==> config.mk <==
export PLATFORM = sky130hd
export DESIGN_NAME = dct_ft_2d
export DESIGN_NICKNAME = d
export VERILOG_FILES = /design/src/rtl/dct_pkg.sv /design/src/rtl/dct_ft_1d.sv /design/src/rtl/dct_ft_2d.sv
export SDC_FILE = /design/constraint.sdc
export NUM_CORES = 2
export LEC_CHECK = 0
export CAP_MARGIN = 20
export CORE_MARGIN = 2
export CORE_UTILIZATION = 45
export CTS_CLUSTER_SIZE = 24
export DETAILED_ROUTE_END_ITERATION = 8
export MAX_ROUTING_LAYER = met4
export SETUP_SLACK_MARGIN = 0.05
export SYNTH_ARGS = -nofsm -noshare
export SYNTH_HDL_FRONTEND = slang
export SYNTH_SLANG_ARGS = --single-unit
==> constraint.sdc <==
create_clock -name clk -period 13.1 [get_ports clk]
set_clock_uncertainty 0.2 [all_clocks]
set_input_delay 2.62 -clock clk [delete_from_list [all_inputs] [get_ports clk]]
set_output_delay 2.62 -clock clk [all_outputs]
set_load 0.05 [all_outputs]
==> src/rtl/dct_pkg.sv <==
// -----------------------------------------------------------------------------
// dct_pkg
// Shared types and lifting helpers for the forward 8x8 binDCT.
//   COEF_W  : coefficient / internal datapath width (signed)
//   BLOCK_N : transform size (8)
//   coef_t  : one signed coefficient
//   row_t   : eight coefficients, element i = index i
//   q, p, r : shift-and-add lifting multipliers used by the 1-D transform
//             (q ~ 3/8, p ~ 5/8, r ~ 7/8; all shifts arithmetic, result wraps)
// -----------------------------------------------------------------------------
package dct_pkg;

    localparam int COEF_W  = 16;
    localparam int BLOCK_N = 8;

    typedef logic signed [COEF_W-1:0] coef_t;
    typedef coef_t [BLOCK_N-1:0]      row_t;

    // q(v) = v/8 + v/4
    function automatic coef_t q(input coef_t v);
        return (v >>> 32'd3) + (v >>> 32'd2);
    endfunction

    // p(v) = v/8 + v/2
    function automatic coef_t p(input coef_t v);
        return (v >>> 32'd3) + (v >>> 32'd1);
    endfunction

    // r(v) = q(v) + v/2
    function automatic coef_t r(input coef_t v);
        return q(v) + (v >>> 32'd1);
    endfunction

endpackage

==> src/rtl/dct_ft_1d.sv <==
// -----------------------------------------------------------------------------
// dct_ft_1d
// Combinational 8-point forward binDCT (integer lifting). Every intermediate is
// a signed COEF_W value; overflow wraps, no saturation.
// Ports:
//   din  : input vector, element i = sample i
//   dout : output vector, element k = frequency k
// -----------------------------------------------------------------------------
module dct_ft_1d
    import dct_pkg::*;
(
    input  row_t din,
    output row_t dout
);

    coef_t x_s [8];
    coef_t a_s [8];
    coef_t d_s [8];
    coef_t y_s [8];
    coef_t a6p_s;
    coef_t a5p_s;

    // Butterfly: sums into the low half, differences into the high half
    for (genvar i = 0; i < 8; i++) begin : g_in
        assign x_s[i] = din[i];
    end

    for (genvar i = 0; i < 4; i++) begin : g_bfly
        assign a_s[i]     = x_s[i] + x_s[7-i];
        assign a_s[7-i]   = x_s[i] - x_s[7-i];
    end

    // Rotation of the (a5, a6) pair done as two lifting steps
    assign a6p_s = a_s[6] + q(a_s[5]);
    assign a5p_s = p(a6p_s) - a_s[5];

    assign d_s[0] = a_s[0] + a_s[3];
    assign d_s[3] = a_s[0] - a_s[3];
    assign d_s[1] = a_s[1] + a_s[2];
    assign d_s[2] = a_s[1] - a_s[2];
    assign d_s[4] = a_s[4] + a5p_s;
    assign d_s[5] = a_s[4] - a5p_s;
    assign d_s[6] = a_s[7] - a6p_s;
    assign d_s[7] = a6p_s + a_s[7];

    // Final lifting stage; y1, y3 and y6 depend on already-lifted outputs
    assign y_s[0] = d_s[0] + d_s[1];
    assign y_s[1] = (y_s[0] >>> 32'd1) - d_s[1];
    assign y_s[2] = d_s[2] - q(d_s[3]);
    assign y_s[3] = d_s[3] + q(y_s[2]);
    assign y_s[7] = d_s[7];
    assign y_s[4] = d_s[4] - (d_s[7] >>> 32'd3);
    assign y_s[5] = d_s[5] + r(d_s[6]);
    assign y_s[6] = d_s[6] - (y_s[5] >>> 32'd1);

    for (genvar k = 0; k < 8; k++) begin : g_out
        assign dout[k] = y_s[k];
    end

endmodule

==> src/rtl/dct_ft_2d.sv <==
// -----------------------------------------------------------------------------
// dct_ft_2d
// Forward 8x8 2-D binDCT. Rows are transformed on arrival and written into one
// bank of a ping-pong buffer; once a bank holds 8 rows its columns are read,
// transformed and streamed out one column per accepted beat.
// Ports:
//   clk, rst         : single clock, synchronous active-high reset
//   s_valid/s_ready  : input row handshake
//   s_data           : pixel row, element i = column i
//   m_valid/m_ready  : output column handshake
//   m_data           : coefficient column j, element k = vertical frequency k
//   m_last           : marks column 7 of each block
// Configuration:
//   DCT_LEVEL_SHIFT_EN : pixels are unsigned and 2^(INPUT_W-1) is subtracted
//                        before the row pass; otherwise pixels are signed.
// -----------------------------------------------------------------------------
module dct_ft_2d
    import dct_pkg::*;
#(
    parameter int INPUT_W  = 8,
    parameter int OUTPUT_W = COEF_W
) (
    input  logic                               clk,
    input  logic                               rst,
    input  logic                               s_valid,
    output logic                               s_ready,
    input  logic        [7:0][INPUT_W-1:0]     s_data,
    output logic                               m_valid,
    input  logic                               m_ready,
    output logic signed [7:0][OUTPUT_W-1:0]    m_data,
    output logic                               m_last
);

`ifdef DCT_LEVEL_SHIFT_EN
    localparam coef_t LVL_OFS = coef_t'(32'sd1 <<< (INPUT_W - 1));
`endif

    coef_t      buf_r [2][8][8];
    logic [1:0] full_r;
    logic [1:0] full_set_s;
    logic [1:0] full_clr_s;
    logic       wr_bank_r;
    logic       rd_bank_r;
    logic [2:0] row_cnt_r;
    logic [2:0] col_cnt_r;

    row_t       in_row_s;
    row_t       row_res_s;
    row_t       col_in_s;
    row_t       col_res_s;

    logic       wr_fire_s;
    logic       rd_fire_s;
    logic       wr_last_s;
    logic       rd_last_s;

    // Widen pixels to the coefficient width (with optional level shift)
    for (genvar i = 0; i < 8; i++) begin : g_pix
`ifdef DCT_LEVEL_SHIFT_EN
        assign in_row_s[i] = coef_t'({{(COEF_W-INPUT_W){1'b0}}, s_data[i]}) - LVL_OFS;
`else
        assign in_row_s[i] = coef_t'({{(COEF_W-INPUT_W){s_data[i][INPUT_W-1]}}, s_data[i]});
`endif
    end

    dct_ft_1d u_row_pass (
        .din  (in_row_s),
        .dout (row_res_s)
    );

    // Transposed read: column col_cnt of the bank being drained
    for (genvar k = 0; k < 8; k++) begin : g_col
        assign col_in_s[k] = buf_r[rd_bank_r][k][col_cnt_r];
    end

    dct_ft_1d u_col_pass (
        .din  (col_in_s),
        .dout (col_res_s)
    );

    assign s_ready   = ~full_r[wr_bank_r] & ~rst;
    assign wr_fire_s = s_valid & s_ready;
    assign rd_fire_s = full_r[rd_bank_r] & (~m_valid | m_ready);
    assign wr_last_s = wr_fire_s & (row_cnt_r == 3'd7);
    assign rd_last_s = rd_fire_s & (col_cnt_r == 3'd7);

    // Fill and drain always touch different banks, so set and clear never collide
    assign full_set_s = {wr_last_s & wr_bank_r, wr_last_s & ~wr_bank_r};
    assign full_clr_s = {rd_last_s & rd_bank_r, rd_last_s & ~rd_bank_r};

    // Transpose buffer write: one transformed row per accepted input beat
    always_ff @(posedge clk) begin
        if (wr_fire_s) begin
            for (int c = 0; c < 8; c++) begin
                buf_r[wr_bank_r][row_cnt_r][c] <= row_res_s[c];
            end
        end
    end

    // Bank bookkeeping, counters and the registered output column
    always_ff @(posedge clk) begin
        if (rst) begin
            full_r    <= 2'b00;
            wr_bank_r <= 1'b0;
            rd_bank_r <= 1'b0;
            row_cnt_r <= 3'd0;
            col_cnt_r <= 3'd0;
            m_valid   <= 1'b0;
            m_last    <= 1'b0;
            m_data    <= '0;
        end else begin
            full_r <= (full_r | full_set_s) & ~full_clr_s;

            if (wr_fire_s) begin
                row_cnt_r <= row_cnt_r + 3'd1;
                if (wr_last_s) begin
                    wr_bank_r <= ~wr_bank_r;
                end
            end

            if (rd_fire_s) begin
                m_data    <= col_res_s;
                m_valid   <= 1'b1;
                m_last    <= rd_last_s;
                col_cnt_r <= col_cnt_r + 3'd1;
                if (rd_last_s) begin
                    rd_bank_r <= ~rd_bank_r;
                end
            end else if (m_ready) begin
                m_valid <= 1'b0;
                m_last  <= 1'b0;
            end
        end
    end

endmodule
[Word-level counts from Yosys, hierarchy flattened]
Memories as Yosys holds them, arrays and structs flattened. A register that Yosys moved wholly into a read port is not among the register bits.
Index checks and enable logic that the tools add are counted.
Cells by class
  equal/unequal tests: 2
  bitwise logic cells: 7188
  add/subtract/negate cells: 64
  multiplexer cells: 7226
  $lt $le $gt $ge: 5
  reductions and logical operators: 4
Operators by type and width (number)
  1024-bit two-way mux: 8
  1-bit two-way mux: 7178
  1-bit bitwise OR: 7169
  128-bit demux with 3-bit select: 8
  16-bit binary-select mux with 3-bit select: 8
  16-bit two-way mux: 17
  16-bit adder: 14
  16-bit subtractor: 11
  128-bit two-way mux: 1
  112-bit two-way mux: 1
  96-bit two-way mux: 1
  13-bit by 14-bit adder with 15-bit output: 6
  80-bit two-way mux: 1
  64-bit two-way mux: 1
  16-bit by 15-bit subtractor with 16-bit output: 4
  48-bit two-way mux: 1
  8-bit by 8-bit adder with 9-bit output: 4
  8-bit by 8-bit subtractor with 9-bit output: 4
  13-bit by 15-bit adder with 16-bit output: 2
  15-bit by 15-bit adder with 16-bit output: 2
  16-bit by 15-bit adder with 16-bit output: 2
  32-bit two-way mux: 1
  15-bit by 16-bit subtractor with 16-bit output: 2
  16-bit by 13-bit subtractor with 16-bit output: 2
  other kinds (23): 41
Word-level totals
  bits of input ports: 68
  memories: 1
  word-level logic and storage cells: 14505
  output and inout bits: 131
  memory bits (writable): 2048
  register bits after elaboration: 140
Memory list
  buf_r: words 2, width 1024, read ports 1, clocked after memory_dff 1, wr ports 1, RTL line dct_ft_2d.sv:38  | coef_t buf_r [2][8][8];

[Depth between registers and ports, before layout]
  word-level depth: 14
  gate-level depth with buffers: 58
  gate-level depth less buffers: 53

[Cells and area by module]
Synthesis repeated with hierarchy kept, for this count alone.
Unflattened totals
  cells, all modules: 9977
  area total of the unflattened synthesis: 126397.5 um2
By module, submodules not included
  dct_ft_2d: instances 1, area each 91119.9 um2, sequential area each 64321.7 um2, cells an instance 5375
  dct_ft_1d at u_row_pass: instances 1, area each 17723.2 um2, sequential area each 0.0 um2, cells an instance 2332
  dct_ft_1d at u_col_pass: instances 1, area each 17554.3 um2, sequential area each 0.0 um2, cells an instance 2270

[Least setup slack after synthesis]
Ideal clock, no wire load.
  path kind: reg2reg
  start: register with a tool-made name
  end: register m_data[110] in the netlist's numbering
  required time: 12812 ps
  setup time: 88 ps
  clock period less this slack: 13935 ps
  path buffers: 6
  data arrival time: 13648 ps
  stages on the path, launching flop included: 56
  path slack: -835 ps
  path through: dfxtp_1 > buf_6 > buf_2 > buf_2 > clkbuf_1 > clkbuf_1 > buf_1 > mux4_2 > mux4_2 > ha_1 > fa_1 > nor2b_1 > o21ai_0 > a21oi_1 > o21ai_0 > a21boi_0 > o21ai_0 > a21boi_0 > (+20 left out) > fa_1 > inv_1 > fa_1 > ha_1 > a21oi_1 > o21ai_0 > a21oi_1 > xor2_1 > ha_1 > and3_1 > a21oi_1 > o211ai_1 > maj3_1 > maj3_1 > a22oi_1 > o311ai_0 > and3_1 > nor4_2
RTL lines
  to (signal assigned): RTL line dct_ft_2d.sv:122  | m_data <= col_res_s;
  to (decl): RTL line dct_ft_2d.sv:30  | output logic signed [7:0][OUTPUT_W-1:0] m_data,

==> results.py <==
metrics = {
    "synthesis": {
        "yosysWarnings": 0,
        "ys_types": 81,
        "synth.area.top_cells": "edfxtp_1, mux4_2, ha_1",
        "syn-cell-area_mm2": 0.1170,
        "synth_fp_nets": 9455,
        "syn_avg_cell_area_um2": 13.70,
        "yosysSeqAreaShare_pct": 54.99,
        "ys_ff_latch": 2189,
        "synth.top_cell.area_share_pct": 52.58,
        "yosysTopAreaCell": "edfxtp_1",
        "synthCells": 8537,
        "async_flop_share_pct": 0,
        "synth_flop_cell": "edfxtp_1",
        "synth_edf_count": 2048,
    },
    "die": {
        "fp.dieH_um": 513.8,
        "core-area_mm2": 0.2590,
        "rows": 187,
        "pin_count": 199,
        "start_util_pct": 45.16,
        "die_w_um": 513.8,
        "dieArea_mm2": 0.2640,
    },
    "clock_network": {
        "cts.sinks": 2189,
        "root_buffer": "clkbuf_16",
        "cts_buffers": 217,
        "clk_pin_slew_ns": 0.07,
        "htree_num_levels": 4,
        "cts_tree": "yes",
        "clockBufferDepth": 3,
        "clk_latency_ns": 0.89,
    },
    "placed_design": {
        "place_ws_ns": -0.6412,
        "finalWeightedCongestion": 0.9357,
        "place_inst": 12340,
        "hpwlAfterDp_um": 230800,
        "port_buffers": 198,
    },
    "cells_and_area": {
        "final_cells": 12770,
        "fin_nets": 10100,
        "syn2layout_area_growth_pct": 15.25,
        "register_area_mm2": 0.06434,
        "n_fill_cell": 21560,
        "final_layout_size_suffix_gt1_share_pct": 18.38,
        "multi_input_area_mm2": 0.04874,
    },
    "setup_path": {
        "endpoint_kind": "flop",
        "cp_max_fo": 12,
        "start_kind": "flop",
        "worst_ep_required_time_ns": 13.73,
        "r2r_cells": 49,
        "path_class": "flop to flop",
        "critPathMaxStageDelay_ns": 0.68,
        "slowest_stage": "mux4_2",
        "cp_data_arrival_time_ns": 13.25,
    },
    "outcome": {
        "status": "finished clean",
    },
    "route": {
        "first_pass_iters": 5,
        "drc": 0,
        "top_layer_used": "met4",
        "met2_length_um": 159400,
        "ant_nets": 0,
        "wl_per_cell_um": 25.79,
        "num_vias": 74420,
        "drtIter0Drc": 7960,
        "wl_um": 329300,
        "viasPerCell": 5.828,
        "met1Wirelength_um": 137000,
        "wl_met3_um": 25080,
    },
    "hold_path": {
        "whs_path_depth": 2,
        "hold_class": "flop to flop",
        "hp-start": "m_data[70]",
    },
    "global_routing": {
        "grt_pass1_vias": 75120,
        "grt_overflow": 0,
        "grt_max_degree": 129,
        "grt_use_total_pct": 25.51,
        "grt_pass1_wl_um": 484500,
        "antenna_found_initial": 12,
    },
    "timing": {
        "hold_violations": 0,
        "min_period_ns": 12.63,
        "fin_crit_sh_pct": 96.38,
        "max_freq_mhz": 79.20,
        "setup_viol": 0,
        "tightest_slew_ns": 1.202,
        "setup_slack_ns": 0.4743,
        "rsz0062_at_grt": "yes",
        "slew_headroom_pct": 19.84,
        "drv_slew": 0,
    },
    "run": {
        "maxCapViolCount": 0,
    },
}
==> placed cells by master, fill, tap and decap left out, drive strengths merged, types with 31 or more instances in the layout <==
cell | Yosys | routed
a21oi | 506 | 506
mux4 | 624 | 624
xnor2 | 300 | 300
edfxtp | 2048 | 2048
nand2b | 66 | 66
a21o | 104 | 104
o21bai | 110 | 110
nor2b | 50 | 50
buf | 67 | 612
a211oi | 52 | 52
nor3 | 71 | 71
ha | 573 | 573
clkinv | 3 | 98
and2 | 31 | 31
xor2 | 136 | 136
clkdlybuf4s50 | 0 | 197
or3 | 31 | 31
fa | 277 | 277
clkbuf | 322 | 265
mux2i | 94 | 94
nor2 | 352 | 352
a21boi | 31 | 31
nand3 | 57 | 57
nand2 | 519 | 519
o21ai | 828 | 828
dfxtp | 141 | 141
inv | 862 | 878
==> critical path: cells and delay by family, from the launching register on <==
family	cells	cell delay, ns
adders and majority gates	14	5.37
and+or+nand+nor	6	1.39
buffers and inverters	10	0.97
muxes	2	1.19
DFF	1	0.44
xor gates and xnor gates	4	0.73
AOI/OAI and AO/OA	13	2.21
==> routing by layer <==
layer | up-vias | global-route usage, %
li1 | 32970 | -
met1 | 38170 | 34.68
met2 | 2887 | 41.20
met3 | 401 | 2.978
met4 | 0 | 6.075
met5 | - | -
==> worst paths after layout <==
kind	endpoint	slack [ns]
setup / recovery	m_data[111]	0.47
hold reg to reg	m_data[70]	0.25
setup reg to reg	m_data[111]	0.47
hold / removal	m_data[70]	0.25
==> layout make-up <==
type / instances / area share, %
Multi-Input combinational cell: 5094 / 36.16
Antenna cell: 5 / 0.009282
Tap cell: 3402 / 3.158
Clock buffer: 262 / 4.235
Clock inverter: 139 / 1.004
Sequential cell: 2189 / 47.73
Timing Repair Buffer: 813 / 5.296
Inverter: 865 / 2.409
==> sequential cells by signal, summed over array words and instances, names as in the netlist, named ones only <==
name / count
row_cnt_r: 3
m_last: 1
rd_bank_r: 1
col_cnt_r: 3
wr_bank_r: 1
buf_r: 2048
m_data: 128
full_r: 2
m_valid: 1
==> cell families (layout without fill, tap and decap cells) <==
group	Yosys count	after routing	synth area share (%)
flip-flops	2189	2189	54.99
AO/OA/AOI/OAI	1798	1798	8.781
AND/OR/NAND/NOR	1269	1269	4.850
buffers and inverters	1254	2079	4.053
adder cells (fa/ha/maj)	855	855	10.91
multiplexers	729	729	12.96
XOR/XNOR	443	443	3.443
other	0	5	0
==> through the flow <==
stage / util (%) / hold slack, ns / TNS, ns / area, um^2
detailed placement: 48.99 / 0.2471 / -29.20 / 126900
finish: 52.04 / 0.2512 / 0 / 134800
CTS: 51.75 / 0.2562 / 0 / 134000
global route: 52.04 / 0.2719 / -0.01539 / 134800
global placement: 48.98 / 0.2404 / -22.69 / 126900
floorplan: - / 0.3127 / 0 / 117000
==> synth_stat cells (57+ instances only) <==
| master | count |
|---|---|
| nand2b_1 | 66 |
| xnor2_1 | 297 |
| a21o_1 | 104 |
| ha_1 | 573 |
| buf_1 | 60 |
| nand3_1 | 57 |
| a21oi_1 | 506 |
| o21bai_1 | 110 |
| fa_1 | 277 |
| xor2_1 | 134 |
| dfxtp_1 | 141 |
| nor2_1 | 352 |
| edfxtp_1 | 2048 |
| clkbuf_1 | 319 |
| mux2i_1 | 94 |
| nor3_1 | 71 |
| inv_1 | 862 |
| mux4_2 | 612 |
| o21ai_0 | 828 |
| nand2_1 | 519 |
==> timing repair <==
action                     in CTS  in global routing
gates cloned                    1                  3
setup endpoints to repair       4                 72
hold buffers                    0                  0
hold endpoints to repair        0                  0
setup buffers                   1                 19
resized for setup              14                 99
pin swaps                       2                 24
Power is left out: the tool's default activity adds up to more than one toggle a clock period on the data nets, which glitch-free logic cannot reach.
